[config.mk]
export PLATFORM = sky130hd
export DESIGN_NAME = mc_control_fsm_flat
export DESIGN_NICKNAME = d
export VERILOG_FILES = /design/src/rtl/mc_control_fsm_pkg.sv /design/src/rtl/mc_control_fsm_if.sv /design/src/rtl/mc_control_fsm_alu_ctl_decode.sv /design/src/rtl/mc_control_fsm.sv /design/src/flat_wrapper.sv
export SDC_FILE = /design/constraint.sdc
export NUM_CORES = 1
export LEC_CHECK = 0
export ABC_AREA = 1
export ABC_CLOCK_PERIOD_IN_PS = 1400
export CORE_AREA = 2 2 39 41
export CTS_CLUSTER_DIAMETER = 40
export DETAILED_ROUTE_END_ITERATION = 10
export DIE_AREA = 0 0 41 43
export DONT_BUFFER_PORTS = 1
export SYNTH_ARGS = -nofsm -noshare
export SYNTH_HDL_FRONTEND = slang
export SYNTH_SLANG_ARGS = --single-unit
[constraint.sdc]
create_clock -name clk -period 1.4 [get_ports clk]
set_clock_uncertainty 0.1 [all_clocks]
set_input_delay 0.28 -clock clk [delete_from_list [all_inputs] [get_ports clk]]
set_output_delay 0.28 -clock clk [all_outputs]
set_load 0.1 [all_outputs]
[src/rtl/mc_control_fsm_pkg.sv]
// Shared types and constants for the multicycle MIPS main control FSM.
package mc_ctrl_pkg;

  localparam int unsigned STATE_W   = 4;
  localparam int unsigned OP_W      = 6;
  localparam int unsigned FUNCT_W   = 6;
  localparam int unsigned ALU_CTL_W = 3;
  localparam int unsigned SRCB_W    = 2;
  localparam int unsigned PCSRC_W   = 2;

  // Control states; the lw path occupies encodings 0..4 in execution order.
  typedef enum logic [STATE_W-1:0] {
    S_FETCH  = 4'd0,
    S_DECODE = 4'd1,
    S_MEMADR = 4'd2,
    S_MEMRD  = 4'd3,
    S_MEMWB  = 4'd4,
    S_MEMWR  = 4'd5,
    S_EXEC   = 4'd6,
    S_RWB    = 4'd7,
    S_BRANCH = 4'd8,
    S_JUMP   = 4'd9,
    S_ADDIEX = 4'd10,
    S_ADDIWB = 4'd11
  } state_t;

  // Opcodes (IR[31:26]).
  localparam logic [OP_W-1:0] OP_RTYPE = 6'b000000;
  localparam logic [OP_W-1:0] OP_LW    = 6'b100011;
  localparam logic [OP_W-1:0] OP_SW    = 6'b101011;
  localparam logic [OP_W-1:0] OP_BEQ   = 6'b000100;
  localparam logic [OP_W-1:0] OP_J     = 6'b000010;
  localparam logic [OP_W-1:0] OP_ADDI  = 6'b001000;

  // R-type function codes (IR[5:0]).
  localparam logic [FUNCT_W-1:0] FN_ADD = 6'b100000;
  localparam logic [FUNCT_W-1:0] FN_SUB = 6'b100010;
  localparam logic [FUNCT_W-1:0] FN_AND = 6'b100100;
  localparam logic [FUNCT_W-1:0] FN_OR  = 6'b100101;
  localparam logic [FUNCT_W-1:0] FN_SLT = 6'b101010;

  // ALU control codes; bit 2 selects carry-in/invert of operand B.
  localparam logic [ALU_CTL_W-1:0] ALU_AND = 3'b000;
  localparam logic [ALU_CTL_W-1:0] ALU_OR  = 3'b001;
  localparam logic [ALU_CTL_W-1:0] ALU_ADD = 3'b010;
  localparam logic [ALU_CTL_W-1:0] ALU_SUB = 3'b110;
  localparam logic [ALU_CTL_W-1:0] ALU_SLT = 3'b111;

  // ALU operand B select.
  localparam logic [SRCB_W-1:0] SRCB_REGB    = 2'b00;
  localparam logic [SRCB_W-1:0] SRCB_FOUR    = 2'b01;
  localparam logic [SRCB_W-1:0] SRCB_IMM     = 2'b10;
  localparam logic [SRCB_W-1:0] SRCB_IMM_SH2 = 2'b11;

  // PC source select.
  localparam logic [PCSRC_W-1:0] PCSRC_ALU    = 2'b00;
  localparam logic [PCSRC_W-1:0] PCSRC_ALUOUT = 2'b01;
  localparam logic [PCSRC_W-1:0] PCSRC_JUMP   = 2'b10;

  // Datapath control payload driven each cycle.
  typedef struct packed {
    logic [ALU_CTL_W-1:0] alu_ctl;
    logic                 alu_src_a;
    logic [SRCB_W-1:0]    alu_src_b;
    logic                 iord;
    logic                 mem_read;
    logic                 mem_write;
    logic                 ir_write;
    logic                 reg_dst;
    logic                 mem_to_reg;
    logic                 reg_write;
    logic [PCSRC_W-1:0]   pc_src;
    logic                 pc_write;
    logic                 illegal;
  } ctrl_t;

  // Idle control word: everything low, ALU left on ADD.
  function automatic ctrl_t ctrl_idle();
    ctrl_t c;
    c         = '0;
    c.alu_ctl = ALU_ADD;
    return c;
  endfunction

  // Kill every side-effecting strobe, leaving the mux selects alone.
  function automatic ctrl_t clear_strobes(input ctrl_t c_in);
    ctrl_t c;
    c           = c_in;
    c.mem_read  = 1'b0;
    c.mem_write = 1'b0;
    c.ir_write  = 1'b0;
    c.reg_write = 1'b0;
    c.pc_write  = 1'b0;
    c.illegal   = 1'b0;
    return c;
  endfunction

endpackage

[src/rtl/mc_control_fsm_if.sv]
// Control/datapath boundary: IR fields and zero flag in, control strobes out.
interface mc_control_fsm_if;

  logic [mc_ctrl_pkg::OP_W-1:0]      opcode;
  logic [mc_ctrl_pkg::FUNCT_W-1:0]   funct;
  logic                              zero;
  logic [mc_ctrl_pkg::ALU_CTL_W-1:0] aluCtl;
  logic                              aluSrcA;
  logic [mc_ctrl_pkg::SRCB_W-1:0]    aluSrcB;
  logic                              iorD;
  logic                              memRead;
  logic                              memWrite;
  logic                              irWrite;
  logic                              regDst;
  logic                              memToReg;
  logic                              regWrite;
  logic [mc_ctrl_pkg::PCSRC_W-1:0]   pcSrc;
  logic                              pcWrite;
  logic                              illegal;
  logic [mc_ctrl_pkg::STATE_W-1:0]   state;

  // Control FSM side.
  modport master (
    input  opcode, funct, zero,
    output aluCtl, aluSrcA, aluSrcB, iorD, memRead, memWrite, irWrite,
           regDst, memToReg, regWrite, pcSrc, pcWrite, illegal, state
  );

  // Datapath side.
  modport slave (
    output opcode, funct, zero,
    input  aluCtl, aluSrcA, aluSrcB, iorD, memRead, memWrite, irWrite,
           regDst, memToReg, regWrite, pcSrc, pcWrite, illegal, state
  );

endinterface

[src/rtl/mc_control_fsm_alu_ctl_decode.sv]
// R-type funct field to ALU control code, with a flag for supported functs.
module alu_ctl_decode
  import mc_ctrl_pkg::*;
(
  input  logic [FUNCT_W-1:0]   funct,
  output logic [ALU_CTL_W-1:0] alu_ctl_c,
  output logic                 funct_valid_c
);

  // Map funct onto ALU operation; unsupported codes fall back to ADD.
  always_comb begin
    alu_ctl_c     = ALU_ADD;
    funct_valid_c = 1'b1;
    case (funct)
      FN_ADD:  alu_ctl_c = ALU_ADD;
      FN_SUB:  alu_ctl_c = ALU_SUB;
      FN_AND:  alu_ctl_c = ALU_AND;
      FN_OR:   alu_ctl_c = ALU_OR;
      FN_SLT:  alu_ctl_c = ALU_SLT;
      default: funct_valid_c = 1'b0;
    endcase
  end

endmodule

[src/rtl/mc_control_fsm.sv]
// Multicycle MIPS main control: state register plus decoded datapath controls.
module mc_control_fsm
  import mc_ctrl_pkg::*;
(
  input  logic             clk,
  input  logic             rst,
  mc_control_fsm_if.master bus
);

  state_t                 state_q;
  state_t                 state_n;
  ctrl_t                  ctl_c;
  logic [ALU_CTL_W-1:0]   fn_alu_ctl_c;
  logic                   fn_valid_c;

  alu_ctl_decode u_alu_ctl_decode (
    .funct         (bus.funct),
    .alu_ctl_c     (fn_alu_ctl_c),
    .funct_valid_c (fn_valid_c)
  );

  // State register; reset restarts at instruction fetch.
  always_ff @(posedge clk) begin
    if (rst) begin
      state_q <= S_FETCH;
    end else begin
      state_q <= state_n;
    end
  end

  // Next state and per-state controls; reset suppresses all strobes.
  always_comb begin
    state_n = S_FETCH;
    ctl_c   = ctrl_idle();
    case (state_q)
      S_FETCH: begin
        ctl_c.mem_read  = 1'b1;
        ctl_c.ir_write  = 1'b1;
        ctl_c.alu_src_b = SRCB_FOUR;
        ctl_c.pc_src    = PCSRC_ALU;
        ctl_c.pc_write  = 1'b1;
        state_n         = S_DECODE;
      end
      S_DECODE: begin
        // Branch target computed speculatively into ALUOut.
        ctl_c.alu_src_b = SRCB_IMM_SH2;
        case (bus.opcode)
          OP_RTYPE:     state_n = S_EXEC;
          OP_LW, OP_SW: state_n = S_MEMADR;
          OP_BEQ:       state_n = S_BRANCH;
          OP_J:         state_n = S_JUMP;
          OP_ADDI:      state_n = S_ADDIEX;
          default: begin
            ctl_c.illegal = 1'b1;
            state_n       = S_FETCH;
          end
        endcase
      end
      S_MEMADR: begin
        ctl_c.alu_src_a = 1'b1;
        ctl_c.alu_src_b = SRCB_IMM;
        state_n         = (bus.opcode == OP_LW) ? S_MEMRD : S_MEMWR;
      end
      S_MEMRD: begin
        ctl_c.mem_read = 1'b1;
        ctl_c.iord     = 1'b1;
        state_n        = S_MEMWB;
      end
      S_MEMWB: begin
        ctl_c.mem_to_reg = 1'b1;
        ctl_c.reg_write  = 1'b1;
      end
      S_MEMWR: begin
        ctl_c.mem_write = 1'b1;
        ctl_c.iord      = 1'b1;
      end
      S_EXEC: begin
        ctl_c.alu_src_a = 1'b1;
        ctl_c.alu_src_b = SRCB_REGB;
        if (fn_valid_c) begin
          ctl_c.alu_ctl = fn_alu_ctl_c;
          state_n       = S_RWB;
        end else begin
          ctl_c.illegal = 1'b1;
        end
      end
      S_RWB: begin
        ctl_c.reg_dst   = 1'b1;
        ctl_c.reg_write = 1'b1;
      end
      S_BRANCH: begin
        ctl_c.alu_src_a = 1'b1;
        ctl_c.alu_src_b = SRCB_REGB;
        ctl_c.alu_ctl   = ALU_SUB;
        ctl_c.pc_src    = PCSRC_ALUOUT;
        ctl_c.pc_write  = bus.zero;
      end
      S_JUMP: begin
        ctl_c.pc_src   = PCSRC_JUMP;
        ctl_c.pc_write = 1'b1;
      end
      S_ADDIEX: begin
        ctl_c.alu_src_a = 1'b1;
        ctl_c.alu_src_b = SRCB_IMM;
        state_n         = S_ADDIWB;
      end
      S_ADDIWB: begin
        ctl_c.reg_write = 1'b1;
      end
      default: begin
        state_n = S_FETCH;
      end
    endcase
    if (rst) begin
      ctl_c = clear_strobes(ctl_c);
    end
  end

  // Drive the interface from the decoded control word.
  assign bus.aluCtl   = ctl_c.alu_ctl;
  assign bus.aluSrcA  = ctl_c.alu_src_a;
  assign bus.aluSrcB  = ctl_c.alu_src_b;
  assign bus.iorD     = ctl_c.iord;
  assign bus.memRead  = ctl_c.mem_read;
  assign bus.memWrite = ctl_c.mem_write;
  assign bus.irWrite  = ctl_c.ir_write;
  assign bus.regDst   = ctl_c.reg_dst;
  assign bus.memToReg = ctl_c.mem_to_reg;
  assign bus.regWrite = ctl_c.reg_write;
  assign bus.pcSrc    = ctl_c.pc_src;
  assign bus.pcWrite  = ctl_c.pc_write;
  assign bus.illegal  = ctl_c.illegal;
  assign bus.state    = STATE_W'(state_q);

endmodule

[src/flat_wrapper.sv]
// flat-port wrapper written by rule: the top's interface ports become plain ports
module mc_control_fsm_flat import mc_ctrl_pkg::*;
  (clk, rst, bus_opcode, bus_funct, bus_zero, bus_aluCtl, bus_aluSrcA, bus_aluSrcB, bus_iorD, bus_memRead, bus_memWrite, bus_irWrite, bus_regDst, bus_memToReg, bus_regWrite, bus_pcSrc, bus_pcWrite, bus_illegal, bus_state);
  mc_control_fsm_if bus_i ();
  input  logic clk;
  input  logic rst;
  input wire logic [$bits(bus_i.opcode)-1:0] bus_opcode;
  input wire logic [$bits(bus_i.funct)-1:0] bus_funct;
  input wire logic [$bits(bus_i.zero)-1:0] bus_zero;
  output wire logic [$bits(bus_i.aluCtl)-1:0] bus_aluCtl;
  output wire logic [$bits(bus_i.aluSrcA)-1:0] bus_aluSrcA;
  output wire logic [$bits(bus_i.aluSrcB)-1:0] bus_aluSrcB;
  output wire logic [$bits(bus_i.iorD)-1:0] bus_iorD;
  output wire logic [$bits(bus_i.memRead)-1:0] bus_memRead;
  output wire logic [$bits(bus_i.memWrite)-1:0] bus_memWrite;
  output wire logic [$bits(bus_i.irWrite)-1:0] bus_irWrite;
  output wire logic [$bits(bus_i.regDst)-1:0] bus_regDst;
  output wire logic [$bits(bus_i.memToReg)-1:0] bus_memToReg;
  output wire logic [$bits(bus_i.regWrite)-1:0] bus_regWrite;
  output wire logic [$bits(bus_i.pcSrc)-1:0] bus_pcSrc;
  output wire logic [$bits(bus_i.pcWrite)-1:0] bus_pcWrite;
  output wire logic [$bits(bus_i.illegal)-1:0] bus_illegal;
  output wire logic [$bits(bus_i.state)-1:0] bus_state;
  assign bus_i.opcode = bus_opcode;
  assign bus_i.funct = bus_funct;
  assign bus_i.zero = bus_zero;
  assign bus_aluCtl = bus_i.aluCtl;
  assign bus_aluSrcA = bus_i.aluSrcA;
  assign bus_aluSrcB = bus_i.aluSrcB;
  assign bus_iorD = bus_i.iorD;
  assign bus_memRead = bus_i.memRead;
  assign bus_memWrite = bus_i.memWrite;
  assign bus_irWrite = bus_i.irWrite;
  assign bus_regDst = bus_i.regDst;
  assign bus_memToReg = bus_i.memToReg;
  assign bus_regWrite = bus_i.regWrite;
  assign bus_pcSrc = bus_i.pcSrc;
  assign bus_pcWrite = bus_i.pcWrite;
  assign bus_illegal = bus_i.illegal;
  assign bus_state = bus_i.state;
  mc_control_fsm u_core (.clk(clk), .rst(rst), .bus(bus_i));
endmodule
==> flow_metrics.py, run 1 <==
metrics = {
    "yosys": {
        "syn_inst": 114,
        "synth_area_leaders": "nor2_1 (18%), inv_1 (16%), nand2_1 (16%)",
        "synth_area_per_cell_um2": 4.94,
        "synth_top_area_share_pct": 18.0,
        "synth_cell_types": 16,
        "syn_area_um2": 563,
        "synth_area_leader_cell": "nor2_1",
        "yosysWarnings": 0,
        "synth_seq_area_share_pct": 14.2,
        "synth_nets": 129,
        "synth-seq-cells": 4,
    },
    "floorplan": {
        "die_width_um": 41,
        "rows": 14,
        "start_util_pct": 40.7,
        "ios": 36,
        "die_y_um": 43,
    },
    "clocking": {
        "cts-htree-levels": 1,
        "cts_root_buf": "clkbuf_4",
        "cts.sinks": 4,
        "hold_buffers": 1,
        "numCtsBuffers": 3,
        "clk_path_buf_depth": 2,
        "post_cts_buffers": 6,
        "cts_resized": 45,
    },
    "placed_design": {
        "gp_congestion": 0.894,
        "dp.final_hpwl_um": 2180,
        "numPortBuffers": 0,
        "placed_area_um2": 1260,
    },
    "status": {
        "failed_stage": "clock tree synthesis (4_1_cts)",
        "status": "stopped before the end",
        "error": "[ERROR DPL-0038] Utilization greater than 100%, impossible to legalize",
    },
}
[per-stage QoR]
step | instances | setup TNS, ns | setup slack (ns) | util, %
detailed placement | 175 | -2.59 | -0.253 | 91.3
floorplan | 114 | -9.64 | -1.29 | -
global placement | 175 | -2.16 | -0.251 | 91.3
[synthesized netlist by cell type (all sizes together)]
library cell and n:
nand3 12, or2 1, nor3 1, o22ai 1
dfxtp 4, nand2 25, inv 25, buf 1
nand3b 1, o21ai 2, nor2 29, nand4 4
a21oi 8
[logic make-up after synthesis]
| logic type | synth area share, % |
|---|---|
| AOI/OAI and AO/OA | 10.0 |
| buffers and inverters | 17.3 |
| DFF | 14.2 |
| and+or+nand+nor | 58.4 |
==> run 2, diff against run 1 <==
- ABC_CLOCK_PERIOD_IN_PS: 1400 -> 1820
- CORE_AREA: 2 2 39 41 -> 2 2 63 65
- CTS_CLUSTER_DIAMETER: 40 -> default
- DIE_AREA: 0 0 41 43 -> 0 0 65 67
- PLACE_DENSITY_LB_ADDON: default -> 0.15
- clock period: 1.4 -> 1.82 ns (I/O delays scaled with it)
==> run 2 against run 1 <==
  * The flow now finishes, with violations (setup timing)
  * Synthesized cell count unchanged
  * Synthesized area unchanged
==> flow_metrics.py, run 2 <==
metrics = {
    "worst_hold_path": {
        "whs_path_depth": 1,
        "worstHoldStart": "rst",
        "holdPathEnd": "u_core.bus.state[1]",
        "hold_class": "in -> reg",
    },
    "yosys": {
        "synth_compound_area_share_pct": 10.0,
        "yosysMostFrequentCell": "nor2_1",
        "synth_top_area_share_pct": 18.0,
        "synth_flop_cell": "dfxtp_1",
        "syn_area_um2": 563,
        "synth_seq_area_share_pct": 14.2,
        "yosysWarnings": 0,
        "yosys-top-cells-count": "nor2_1 (27), inv_1 (24), nand2_1 (24)",
        "synth-simple-area-share_pct": 58.4,
        "synth-async-reset-ratio_pct": 0,
        "synth_area_leader_cell": "nor2_1",
        "synth_top_family_by_area": "simple AND/OR/NAND/NOR gates",
        "muxShareOfSynthArea_pct": 0,
        "synth_fa_ha_area_share_pct": 0,
        "syn_inst": 114,
        "synth-edff-count": 0,
        "synth_area_leaders": "nor2_1 (18%), inv_1 (16%), nand2_1 (16%)",
        "synth_cell_types": 16,
        "synth-xor-area-share_pct": 0,
        "synth-seq-cells": 4,
        "synth_area_per_cell_um2": 4.94,
        "synth_nets": 129,
    },
    "setup_path": {
        "cp_common_cell": "nor2_4",
        "rr_startpoint": "u_core.bus.state[2]",
        "cp.required_ns": 1.36,
        "crit_path_max_fanout": 5,
        "start_kind": "flop",
        "r2r_cells": 9,
        "critical_path_class": "reg -> out",
        "reg2reg_slack_ns": 0.49,
        "cp_slowest_cell": "dfxtp_4",
        "crit_arrival_ns": 1.41,
        "max_stage_delay_ns": 0.39,
        "path_cells": "nor2_4 > inv_1 > buf_4 > nor2_4 > nor2_1 > nand3_4",
        "end_kind": "output pin",
        "reg2reg_to": "u_core.bus.state[2]",
    },
    "finish": {
        "layout_common_cells": "buf_4 (23), nand2_1 (19), nor2_1 (17)",
        "largest_reg_flops": 4,
        "num_antenna_cells": 0,
        "syn_to_final_growth_pct": 134,
        "layout_commonest_cell": "buf_4",
        "drive_gt1_share_pct": 53.9,
        "utilization_pct": 36.5,
        "seqCellArea_um2": 95.1,
        "nets": 169,
        "fillers": 376,
        "layoutNonFillerInstCount": 200,
        "multiInputGateArea_um2": 594,
    },
    "pwr": {
        "ir_drop_mv": 0.148,
        "power.density_nw_per_um2": 401,
        "p_leak_nw": 0.620,
    },
    "detailed_routing": {
        "routed_wl_um": 2180,
        "drt_iter0_drc": 15,
        "drtPass1Iterations": 4,
        "drcViolationCount": 0,
        "wl_per_cell_um": 10.9,
        "viasPerCell": 4.03,
        "vias": 806,
        "ant_nets": 0,
    },
    "global_route": {
        "grt-ovfl-total": 0,
        "antenna_found_initial": 0,
        "grt_max_degree": 10,
        "grt_pass1_vias": 848,
        "grt_pass1_wl_um": 3690,
        "grt_usage_pct": 11.0,
    },
    "placed_design": {
        "dp.final_hpwl_um": 1820,
        "dp.cells": 191,
        "numPortBuffers": 0,
        "dp_slack_ns": 0.0872,
        "gp_congestion": 0.817,
    },
    "clocking": {
        "hold_buffers": 0,
        "numCtsBuffers": 3,
        "cts_root_buf": "clkbuf_8",
        "clkLatencyLatePin_ns": 0.22,
        "cts-htree-levels": 1,
        "clk_path_buf_depth": 2,
        "cts.sinks": 4,
        "cts_tree": "yes",
        "clk_pin_slew_ns": 0.03,
    },
    "floorplan": {
        "start_util_pct": 15.6,
        "die_y_um": 67,
        "ios": 36,
        "die-area_um2": 4360,
        "core_um2": 3610,
        "rows": 22,
        "die_width_um": 65,
    },
    "sta": {
        "fin_crit_ns": 1.87,
        "rsz0062_at_grt": "yes",
        "fin_crit_sh_pct": 103,
        "slew_headroom_pct": 77.4,
        "whs_ns": 0.117,
        "setup_viol": 4,
        "tightest_slew_ns": 0.339,
        "slew_violations": 0,
        "layout_setup_ws_ns": -0.0537,
        "setup_tns_ns": -0.140,
        "fmax_mhz": 534,
        "hold_viol": 0,
    },
    "status": {
        "failed_checks": "setup timing",
        "status": "finished with violations",
    },
    "run": {
        "maxCapViolCount": 0,
    },
}
[run 2: worst max path at each step]
| stage | from | end | slack, ns | depth (start not counted) |
|---|---|---|---|---|
| after global placement | u_core.bus.state[3] | bus_aluCtl[0] | 0.09 | 8 |
| final | u_core.bus.state[2] | bus_aluSrcA | -0.05 | 6 |
| after floorplan | u_core.bus.state[3] | bus_pcWrite | -0.95 | 6 |
| after global routing | u_core.bus.state[2] | bus_aluSrcA | -0.13 | 6 |
| after detailed placement | u_core.bus.state[2] | bus_aluSrcA | 0.09 | 6 |
| after CTS | u_core.bus.state[0] | bus_pcWrite | -0.05 | 6 |
[run 2: stage by stage]
step	cell area [um2]	total power [mW]
after global routing	1320	0.558
final	1320	0.528
after detailed placement	1160	0.319
after CTS	1270	0.530
after global placement	1160	0.319
after floorplan	746	0.254
[run 2: layout make-up]
class,instances,share of cell area (%)
sequential,4,7.22
timing repair buffer,36,32.2
clock buffer,3,3.13
tap,48,4.56
multi-input combinational,84,45.1
inverter,25,7.79
[run 2: where the power goes]
part / internal, mW / switching (mW) / total (mW)
clock: 0.141 / 0.0445 / 0.185
combinational: 0.0920 / 0.158 / 0.250
sequential: 0.0867 / 0.00551 / 0.0923
[run 2: routing by layer]
layer / up-vias / routed length, um / GRT usage (%) / share of wire (%)
met5: - / 0 / 0 / 0
met4: 0 / 0 / 2.39 / 0
met3: 0 / 192 / 4.56 / 8.8
met2: 25 / 1100 / 18.9 / 50
met1: 349 / 889 / 12.8 / 41
li1: 432 / - / - / -
[run 2: logic make-up after synthesis]
kind of cell	count (synthesis)
flops	4
simple gates	73
buf+inv	26
compound gates	11
[run 2: critical path, delay by kind of cell (launching register included)]
kind | cells | cell delay, ns
buffers and inverters | 2 | 0.20
flip-flops | 1 | 0.39
AND/OR/NAND/NOR | 4 | 0.59
[run 2: what timing repair did]
action | in CTS | in global routing
endpoints found under the setup margin | 11 | 11
gates cloned | 0 | 0
resized for setup | 13 | 5
setup buffers | 3 | 3
pin swaps | 7 | 8
No activity file was read; power rests on OpenSTA's default activity.
==> run 3, diff against run 2 <==
--- a/config.mk
+++ b/config.mk
@@ -13,4 +13,5 @@
 export DONT_BUFFER_PORTS = 1
 export PLACE_DENSITY_LB_ADDON = 0.15
+export REMOVE_ABC_BUFFERS = 1
 export SYNTH_ARGS = -nofsm -noshare
 export SYNTH_HDL_FRONTEND = slang
--- a/constraint.sdc
+++ b/constraint.sdc
@@ -3,3 +3,3 @@
 set_input_delay 0.364 -clock clk [delete_from_list [all_inputs] [get_ports clk]]
 set_output_delay 0.364 -clock clk [all_outputs]
-set_load 0.1 [all_outputs]
+set_load 0.05 [all_outputs]
==> run 3 against run 2 <==
  * Cell count decreased by 1.5%
  * Clock power about the same
  * Critical path depth decreased by 1
  * Sequential share of layout area increased by 1.6 points
  * Sequential power decreased by 0.4%
  * Via count decreased by 0.62%
  * Routed wire length decreased by 9.4%
  * Non-clock buffer count decreased by 3
  * Register-to-register slack got worse by 0.03 ns
  * Clock-buffer cell count unchanged
  * Largest cell class unchanged
  * Hold slack got worse by 0.0063 ns
  * Largest power group is now clock
  * The run still ends with setup timing left
  * Global-route usage decreased by 1.8 points
  * Critical path type unchanged
==> flow_metrics.py, run 3 (synthesized netlist as in run 2, its figures left out) <==
metrics = {
    "clocking": {
        "numCtsBuffers": 3,
        "clkLatencyLatePin_ns": 0.21,
        "clk_path_buf_depth": 2,
        "cts_root_buf": "clkbuf_8",
        "cts-htree-levels": 1,
        "clk_pin_slew_ns": 0.03,
        "cts.sinks": 4,
        "cts_tree": "yes",
        "hold_buffers": 0,
    },
    "detailed_routing": {
        "routed_wl_um": 1970,
        "wl_per_cell_um": 10.0,
        "vias": 801,
        "drtPass1Iterations": 4,
        "viasPerCell": 4.07,
        "ant_nets": 0,
        "drt_iter0_drc": 15,
        "drcViolationCount": 0,
    },
    "setup_path": {
        "critical_path_class": "reg -> out",
        "reg2reg_slack_ns": 0.46,
        "end_kind": "output pin",
        "crit_arrival_ns": 1.36,
        "crit_path_max_fanout": 5,
        "max_stage_delay_ns": 0.43,
        "r2r_cells": 9,
        "worst-path-buf-inv": 2,
        "critPathTopFamily": "simple AND/OR/NAND/NOR gates",
        "cp_slowest_cell": "or2_2",
        "path_cells": "inv_4 > nand2_4 > nor2_4 > inv_2 > or2_2",
        "rr_startpoint": "u_core.bus.state[1]",
        "cp.required_ns": 1.36,
        "start_kind": "flop",
        "reg2reg_to": "u_core.bus.state[1]",
    },
    "pwr": {
        "total_power_mw": 0.421,
        "p_leak_nw": 0.542,
        "ir_drop_mv": 0.349,
        "power.density_nw_per_um2": 401,
    },
    "floorplan": {
        "rows": 22,
        "die-area_um2": 4360,
        "die_y_um": 67,
        "die_width_um": 65,
        "start_util_pct": 15.6,
        "ios": 36,
        "core_um2": 3610,
    },
    "sta": {
        "fin_crit_sh_pct": 100,
        "whs_ns": 0.110,
        "setup_tns_ns": -0.00361,
        "setup_viol": 1,
        "slew_violations": 0,
        "fmax_mhz": 548,
        "fin_crit_ns": 1.82,
        "layout_setup_ws_ns": -0.00361,
        "rsz0062_at_grt": "yes",
        "slew_headroom_pct": 82.4,
        "tightest_slew_ns": 0.265,
        "hold_viol": 0,
    },
    "global_route": {
        "grt_max_degree": 10,
        "grt-ovfl-total": 0,
        "grt_usage_pct": 9.21,
        "antenna_found_initial": 0,
        "grt_pass1_wl_um": 3190,
        "grt_pass1_vias": 774,
    },
    "placed_design": {
        "dp.final_hpwl_um": 1640,
        "numPortBuffers": 0,
        "gp_congestion": 0.763,
        "placed_area_um2": 892,
    },
    "worst_hold_path": {
        "hold_class": "in -> reg",
        "whs_path_depth": 1,
        "holdPathEnd": "u_core.bus.state[1]",
        "worstHoldStart": "rst",
    },
    "finish": {
        "syn_to_final_growth_pct": 86.4,
        "largest_reg_flops": 4,
        "fin_area_um2": 1050,
        "fillers": 418,
        "nets": 166,
        "drive_gt1_share_pct": 40.9,
        "layout_commonest_cell": "buf_4",
        "layout_common_cells": "buf_4 (26), nor2_1 (22), nand2_1 (22)",
        "num_antenna_cells": 0,
    },
    "run": {
        "maxCapViolCount": 0,
    },
    "status": {
        "failed_checks": "setup timing",
        "status": "finished with violations",
    },
}
[run 3: cell types whose count changed in the layout (fill, tap and decap cells not counted), sizes merged]
cell,previous run,this run
buf,36,33
inv,24,25
clkinvlp,1,0
[run 3: timing repair]
action / in CTS / in global routing
pin swaps: 1 / 11
endpoints found under the setup margin: 11 / 11
setup buffers: 1 / 3
gates resized for setup: 8 / 23
[run 3: metal layers]
metal / wire (um) / up-vias / GRT usage (%)
met2: 1050 / 16 / 18.3
met5: 0 / - / 0
met3: 126 / 0 / 2.20
met4: 0 / 0 / 3.19
met1: 796 / 360 / 9.25
li1: - / 425 / -
[run 3: power breakdown]
part           switching, mW  internal (mW)
Combinational         0.0918         0.0534
Clock                 0.0432          0.141
Sequential           0.00389         0.0881
[run 3: area by class of cell]
class,instances,area [um2],share of cell area (%)
sequential,4,92.6,8.82
tap,48,60.1,5.72
timing repair buffer,33,309,29.4
clock buffer,3,41.3,3.93
multi-input combinational,84,450,42.9
inverter,25,96.3,9.18
[run 3: how the worst max path moves through the flow]
stage,end,slack [ns],depth (start not counted),start
final,bus_aluCtl[1],-0.004,5,u_core.bus.state[3]
after global routing,bus_illegal,-0.06,6,u_core.bus.state[2]
after floorplan,bus_pcWrite,-1.63,6,u_core.bus.state[3]
after detailed placement,bus_illegal,0.09,6,u_core.bus.state[2]
after global placement,bus_aluCtl[1],0.08,4,u_core.bus.state[2]
after CTS,bus_pcWrite,-0.07,7,u_core.bus.state[3]
[run 3: worst reg2reg max path: stages, from the launching register on]
cell and delay, ns:
dfxtp_2 0.38, inv_1 0.10, nand2_2 0.10, nor2_4 0.05, buf_4 0.12, buf_4 0.13
nand3_1 0.07, nand2_1 0.06, nor2_1 0.10, nor2_1 0.04
[run 3: metrics by stage]
step	worst slack [ns]	util, %	std cells
finish	-0.00361	29.1	197
global route	-0.0585	29.1	197
CTS	-0.0710	26.7	194
global placement	0.0827	24.7	190
detailed placement	0.0882	24.7	190
floorplan	-1.63	-	113
==> run 4, diff against run 3 <==
- CTS_BUF_LIST: default -> sky130_fd_sc_hd__clkbuf_4 sky130_fd_sc_hd__clkbuf_8 sky130_fd_sc_hd__clkbuf_16
==> results of run 4 <==
No change in the layout: final DEF, timing and power equal those of run 3.
